==> config.mk <==
export PLATFORM = sky130hd
export DESIGN_NAME = mem_arbiter
export DESIGN_NICKNAME = d
export VERILOG_FILES = /design/src/rtl/mem_arbiter.sv
export SDC_FILE = /design/constraint.sdc
export NUM_CORES = 1
export LEC_CHECK = 0
export ABC_AREA = 1
export ABC_CLOCK_PERIOD_IN_PS = 1900
export BUFFER_PORTS_ARGS = -buffer_cell sky130_fd_sc_hd__buf_2
export CAP_MARGIN = 20
export CORE_ASPECT_RATIO = 0.6
export CORE_MARGIN = 5
export CORE_UTILIZATION = 48
export DETAILED_ROUTE_END_ITERATION = 7
export GPL_TIMING_DRIVEN = 0
export PLACE_DENSITY = 0.88
export SYNTH_ARGS = -nofsm -noshare
export SYNTH_HDL_FRONTEND = slang
export SYNTH_SLANG_ARGS = --single-unit
==> constraint.sdc <==
create_clock -name clk -period 1.9 [get_ports clk]
set_input_delay 0.19 -clock clk [delete_from_list [all_inputs] [get_ports clk]]
set_output_delay 0.19 -clock clk [all_outputs]
set_load 0.005 [all_outputs]
==> src/rtl/mem_arbiter.sv <==
// mem_arbiter: shares one single-port memory between the fetch and load/store requesters.
// Define MEM_ARB_RR_EN for round-robin arbitration; otherwise data has fixed priority over fetch.
module mem_arbiter #(
    parameter int unsigned AW  = 16,
    parameter int unsigned DW  = 16,
    parameter int unsigned TMO = 15
) (
    input  logic          clk,
    input  logic          rst_n,
    input  logic          i_req,
    input  logic [AW-1:0] i_addr,
    output logic          i_ack,
    input  logic          d_req,
    input  logic          d_we,
    input  logic [AW-1:0] d_addr,
    input  logic [DW-1:0] d_wdata,
    output logic          d_ack,
    output logic [DW-1:0] rdata,
    output logic          err,
    output logic          busy,
    output logic          mem_en,
    output logic          mem_we,
    output logic [AW-1:0] mem_addr,
    output logic [DW-1:0] mem_wdata,
    input  logic [DW-1:0] mem_rdata,
    input  logic          mem_ready
);
    localparam int unsigned   CW      = 8;
    localparam logic [CW-1:0] TMO_CNT = CW'(TMO);
    localparam bit            TMO_EN  = (TMO != 0);

    typedef enum logic [1:0] {
        S_IDLE = 2'd0,
        S_BUSY = 2'd1,
        S_ACK  = 2'd2
    } state_t;

    state_t        state, state_nx;
    logic          owner_d, owner_d_nx;
    logic          we_lat, we_lat_nx;
    logic [CW-1:0] cnt, cnt_nx;
    logic          i_ack_nx, d_ack_nx, err_nx, busy_nx, mem_en_nx, mem_we_nx;
    logic [DW-1:0] rdata_nx, mem_wdata_nx;
    logic [AW-1:0] mem_addr_nx;
    logic          grant_d;

`ifdef MEM_ARB_RR_EN
    logic last_d, last_d_nx;
    // On contention, grant the requester that was not served last.
    assign grant_d = d_req & (~i_req | ~last_d);
`else
    assign grant_d = d_req;
`endif

    // Next-state and next-output decode.
    always_comb begin
        state_nx     = state;
        owner_d_nx   = owner_d;
        we_lat_nx    = we_lat;
        cnt_nx       = cnt;
        i_ack_nx     = 1'b0;
        d_ack_nx     = 1'b0;
        err_nx       = err;
        busy_nx      = busy;
        mem_en_nx    = mem_en;
        mem_we_nx    = mem_we;
        rdata_nx     = rdata;
        mem_addr_nx  = mem_addr;
        mem_wdata_nx = mem_wdata;
`ifdef MEM_ARB_RR_EN
        last_d_nx    = last_d;
`endif
        unique case (state)
            S_IDLE: begin
                if (i_req || d_req) begin
                    state_nx     = S_BUSY;
                    owner_d_nx   = grant_d;
                    we_lat_nx    = grant_d & d_we;
                    cnt_nx       = '0;
                    busy_nx      = 1'b1;
                    mem_en_nx    = 1'b1;
                    mem_we_nx    = grant_d & d_we;
                    mem_addr_nx  = grant_d ? d_addr : i_addr;
                    mem_wdata_nx = grant_d ? d_wdata : mem_wdata;
                    err_nx       = 1'b0;
`ifdef MEM_ARB_RR_EN
                    last_d_nx    = grant_d;
`endif
                end
            end
            S_BUSY: begin
                if (mem_ready) begin
                    state_nx  = S_ACK;
                    mem_en_nx = 1'b0;
                    mem_we_nx = 1'b0;
                    err_nx    = 1'b0;
                    i_ack_nx  = ~owner_d;
                    d_ack_nx  = owner_d;
                    if (!we_lat) rdata_nx = mem_rdata;
                end else if (TMO_EN) begin
                    // Counter stops at TMO, so it never wraps.
                    if (cnt == TMO_CNT) begin
                        state_nx  = S_ACK;
                        mem_en_nx = 1'b0;
                        mem_we_nx = 1'b0;
                        err_nx    = 1'b1;
                        rdata_nx  = '1;
                        i_ack_nx  = ~owner_d;
                        d_ack_nx  = owner_d;
                    end else begin
                        cnt_nx = cnt + CW'(1);
                    end
                end
            end
            S_ACK: begin
                state_nx = S_IDLE;
                busy_nx  = 1'b0;
                err_nx   = 1'b0;
            end
            default: begin
                state_nx  = S_IDLE;
                busy_nx   = 1'b0;
                mem_en_nx = 1'b0;
                mem_we_nx = 1'b0;
            end
        endcase
    end

    // State and registered outputs.
    always_ff @(posedge clk or negedge rst_n) begin
        if (!rst_n) begin
            state     <= S_IDLE;
            owner_d   <= 1'b0;
            we_lat    <= 1'b0;
            cnt       <= '0;
            i_ack     <= 1'b0;
            d_ack     <= 1'b0;
            err       <= 1'b0;
            busy      <= 1'b0;
            mem_en    <= 1'b0;
            mem_we    <= 1'b0;
            rdata     <= '0;
            mem_addr  <= '0;
            mem_wdata <= '0;
`ifdef MEM_ARB_RR_EN
            last_d    <= 1'b0;
`endif
        end else begin
            state     <= state_nx;
            owner_d   <= owner_d_nx;
            we_lat    <= we_lat_nx;
            cnt       <= cnt_nx;
            i_ack     <= i_ack_nx;
            d_ack     <= d_ack_nx;
            err       <= err_nx;
            busy      <= busy_nx;
            mem_en    <= mem_en_nx;
            mem_we    <= mem_we_nx;
            rdata     <= rdata_nx;
            mem_addr  <= mem_addr_nx;
            mem_wdata <= mem_wdata_nx;
`ifdef MEM_ARB_RR_EN
            last_d    <= last_d_nx;
`endif
        end
    end

endmodule

==> results.md <==
Status:
- The run finished with clean final reports.

Timing:
- The final period demand of the worst path is 1.714 ns.
- The period utilization is 0.9023.
- The max-slew violation count is 0.
- Setup total negative slack on the finished layout was measured at 0 ns.
- After layout, the worst setup slack is approximately 0.19 ns.
- The worst slew margin relative to its limit is 0.4563.
- The achievable clock frequency is 583.3 MHz.
- Setup violations remaining at the end of the flow were counted as 0.
- The number of hold-slack violations in the final timing report came to 0.
- Setup repair after global routing left no endpoint under its margin.
- The measured slew at the worst slew-check pin is 0.8155 ns.
- The final setup skew is 0.008088 ns.

Power and ir drop:
- The worst voltage drop across the vdd grid is 0.8169 mV.
- The share of power burned in registers is 0.411.
- The power density over the cells is ~1500 nW/um^2.
- The total net switching power is 2023 uW.
- Of the total power, the share spent switching nets is 0.3516.
- Of the total power, the clock network draws 0.238.
- The analysis attributes to cell leakage a power of 0.002160 uW.
- Of the total power, combinational logic draws 0.351.
- The internal portion of the total power is 3730 uW.

Drt:
- The routed length per placed instance is around 14 um.
- In the final routing, the length of wire on met1 measures 3.552 mm.
- In the routed layout, each cell is associated on average with a via count of between 4 and 5.
- The routed wire length is 7.767 mm.
- In the detailed route, the total length drawn on met3 is roughly 660 um.
- After detailed routing, the met2 layer carries 3.439 mm of wire.
- The number of remaining DRC errors is 0.
- Detailed routing inserted a total of 2839 vias.
- The highest metal layer carrying signal wires in the routed design is met4.
- Once detail routing completed, the nets flagged for antenna violations numbered 0.
- In this run, the number of DRC markers left after iteration 0 of detailed routing was just under 200.
- The number of detailed-routing iterations run before antenna repair is 4.

Critical path:
- The critical path in this run is classified as reg -> reg.
- The internal reg-to-reg setup slack is around 0.19 ns.
- The maximum fanout encountered on the critical timing path is 5.
- The worst path buffer plus inverter count is 0.
- The worst setup path is launched from a flip-flop.
- The family of cells with the greatest summed delay on the critical path is compound AO/OA/AOI/OAI gates.
- The capturing element type of the critical path is a flip-flop.
- The worst flop-to-flop path endpoint is mem_we.
- The startpoint identified for the worst register-to-register timing path is cnt[0].
- The largest single stage delay on the critical path is 0.49 ns.
- STA puts the critical path data arrival time at 1.93 ns.
- Measured in cells, the most critical reg-to-reg path has a length of 6.
- Traced cell by cell, the critical path runs through ha_1 -> nand3_2 -> o21ai_0 -> nand2_1 -> nand2_1 -> o21ai_0.
- For the worst setup path, the data required time is 2.12 ns.
- Among all stages on the critical path, the largest delay is contributed by sky130_fd_sc_hd__o21ai_0.

Global route:
- The number of global-route vias before repair was around 2800.
- The initial antenna violation count is 0.
- The total routing resource utilization after global routing is 0.2021.
- The first global-routing pass estimated about 13 mm of wire.
- For this run the aggregate overflow at the end of global routing stands at 0.
- The pin count of the biggest net entering global routing is 67.

Logic synthesis:
- The largest area contributor in the synthesized netlist is sky130_fd_sc_hd__dfrtp_1.
- The synthesized area per cell is 8.398 um^2.
- The mapped netlist covers 2948 um^2.
- Synthesis produced a netlist whose cell count is 351.
- Synthesis produced a netlist with a net count of 422.
- The total number of yosys warnings is 0.
- The flip-flop and latch count after synthesis is 66.
- In the post-synthesis netlist, the biggest area contributors are sky130_fd_sc_hd__dfrtp_1 (56%), sky130_fd_sc_hd__nand2_1 (19%), sky130_fd_sc_hd__nor2_1 (3.6%).
- The number of distinct standard cells referenced by the synthesized netlist is 23.
- The share of the yosys chip area belonging to registers is 0.5603.
- The area fraction of the dominant cell type after synthesis is 0.5603.

Hold path:
- In this run the worst hold path is classified as in -> reg.
- The startpoint identified for the worst hold timing path is d_wdata[13].
- The worst hold path terminates at mem_wdata[13].
- The depth of the worst hold-timing path is 3.

Finish:
- The number of antenna diodes in the final layout is 0.
- The final-layout fill cell count is 519.
- The growth of design area from synthesis to finish is 32.94%.
- The net count of the finished layout is 557.
- Of the cells placed in the final design, the portion with a size suffix greater than 1 is 0.3422.
- The multi-input combinational cells in the finished layout cover a total of 1151 um^2.
- Registers take 1652 um^2.
- The post-route core utilization is 0.6501.

Die:
- The die covers around 7900 um^2.
- The count of boundary I/O pins is about 120.
- The total area inside the core boundary comes to 6028 um^2.
- The site row count is 22.
- The horizontal extent of the die is 111.2 um.
- The die height is 70.70 um.
- The starting density of the core is 0.4890.

Place:
- The wire-length estimate of the detail-placed layout is 5.760 mm.
- The number of I/O port buffers is 123.
- The congestion estimate from routability-driven global placement came to 0.8898.
- Timing analysis after detailed placement gives a worst setup slack of 0.2179 ns.

Clocking:
- The library cell used as clock root buffer is sky130_fd_sc_hd__clkbuf_8.
- The clock net in this run drives a total of between 60 and 70 sinks.
- The number of buffers added for setup after CTS is 0.
- In this run, CTS created clock tree buffers numbering 9.
- Post-CTS repair changed the size of 0 cells.
- The TritonCTS clock tree is built.
- After clock tree synthesis, the clock-pin slew on the worst setup and hold paths is roughly 0.07 ns.
- The clock passes through at most 2 buffers.
- The quantity of hold-fixing buffers added after cts is 1.
- The clock network latency to the later pin of the worst-skew pair is 0.33 ns.
- CTS built an H-tree with a depth of 3.

Run:
- The number of max-capacitance violations reported is 0.
-- metrics by stage --
stage          power [uW]  instance area, um^2  cells  hold WS, ns
3_3_place_gp         4333                 3669    558       0.3864
5_1_grt              6202                 3919    575      0.03587
6_report             5754                 3919    575      0.04621
3_5_place_dp         4417                 3671    558       0.3376
2_1_floorplan        3432                 2948    351      -0.1056
4_1_cts              5800                 3919    575      0.03214
-- cell usage in the layout, fill, tap and decap left out, drive strengths merged --
| cell type | Yosys | routed |
|---|---|---|
| bufinv | 0 | 2 |
| nand3 | 6 | 6 |
| o21ai | 12 | 12 |
| ha | 1 | 1 |
| clkinv | 0 | 1 |
| a21boi | 1 | 1 |
| a31oi | 16 | 16 |
| o21bai | 2 | 2 |
| clkinvlp | 0 | 1 |
| nor2 | 28 | 28 |
| or2 | 16 | 16 |
| clkbuf | 5 | 17 |
| dlygate4sd3 | 0 | 1 |
| nand4 | 16 | 16 |
| nand2 | 151 | 151 |
| dfrtp | 66 | 66 |
| xor2 | 2 | 2 |
| o211ai | 1 | 1 |
| inv | 17 | 17 |
| buf | 11 | 134 |
-- power groups by stage --
stage / registers (uW) / logic, uW / clock network, uW
2_1_floorplan: 2400 / 1030 / 0
3_3_place_gp: 2360 / 1980 / 0
3_5_place_dp: 2370 / 2050 / 0
4_1_cts: 2360 / 2050 / 1390
5_1_grt: 2450 / 2290 / 1460
6_report: 2360 / 2020 / 1370
-- Yosys cell counts, drive strengths merged --
library cell	instances
nand2	151
clkbuf	5
ha	1
or2	16
dfrtp	66
nand4	16
inv	17
o211ai	1
buf	11
nand3	6
o21bai	2
o21ai	12
xor2	2
a21boi	1
a31oi	16
nor2	28
-- worst register-to-register path: stages, from the launching register on --
cell                      delay [ns]
sky130_fd_sc_hd__dfrtp_1        0.39
sky130_fd_sc_hd__ha_1           0.23
sky130_fd_sc_hd__nand3_2        0.17
sky130_fd_sc_hd__o21ai_0        0.49
sky130_fd_sc_hd__nand2_1        0.15
sky130_fd_sc_hd__nand2_1        0.10
sky130_fd_sc_hd__o21ai_0        0.07
-- routing by layer --
layer | track usage | up-vias
met4 | 0.06208 | 0
met2 | 0.3026 | 118
met1 | 0.2734 | 1314
met3 | 0.07949 | 12
met5 | 0 | -
li1 | - | 1395
-- worst max-delay path by stage --
stage,startpoint,to,slack [ns],depth (start not counted)
finish,cnt[0],mem_we,0.19,6
global route,state[0],mem_addr[10],0.05,5
CTS,cnt[0],mem_we,0.19,6
detailed placement,cnt[0],mem_we,0.22,6
global placement,cnt[0],mem_we,0.26,6
floorplan,cnt[0],rdata[0],0.47,7
-- final cells by class --
type / instances / share of cell area
multi-input combinational: 252 / 0.2937
inverter: 17 / 0.01628
tap: 84 / 0.02682
buffer: 16 / 0.02075
timing repair buffer: 124 / 0.1603
clock buffer: 12 / 0.04215
clock inverter: 4 / 0.01852
sequential: 66 / 0.4215
-- cells by family (layout without fill, tap and decap cells) --
kind of cell / Yosys count / in the layout / synth area share
AND/OR/NAND/NOR: 217 / 217 / 0.3120
flip-flops: 66 / 66 / 0.5603
buffers and inverters: 33 / 173 / 0.04924
AO/OA/AOI/OAI: 32 / 32 / 0.06834
XOR/XNOR: 2 / 2 / 0.005943
adder cells (fa/ha/maj): 1 / 1 / 0.004244
-- sequential cells by signal, summed over array words and instances (netlist names) --
register	count
state	2
rdata	16
owner_d	1
mem_we	1
busy	1
i_ack	1
cnt	8
mem_addr	16
err	1
d_ack	1
mem_en	1
mem_wdata	16
we_lat	1
(Power assumes the default switching activity.)
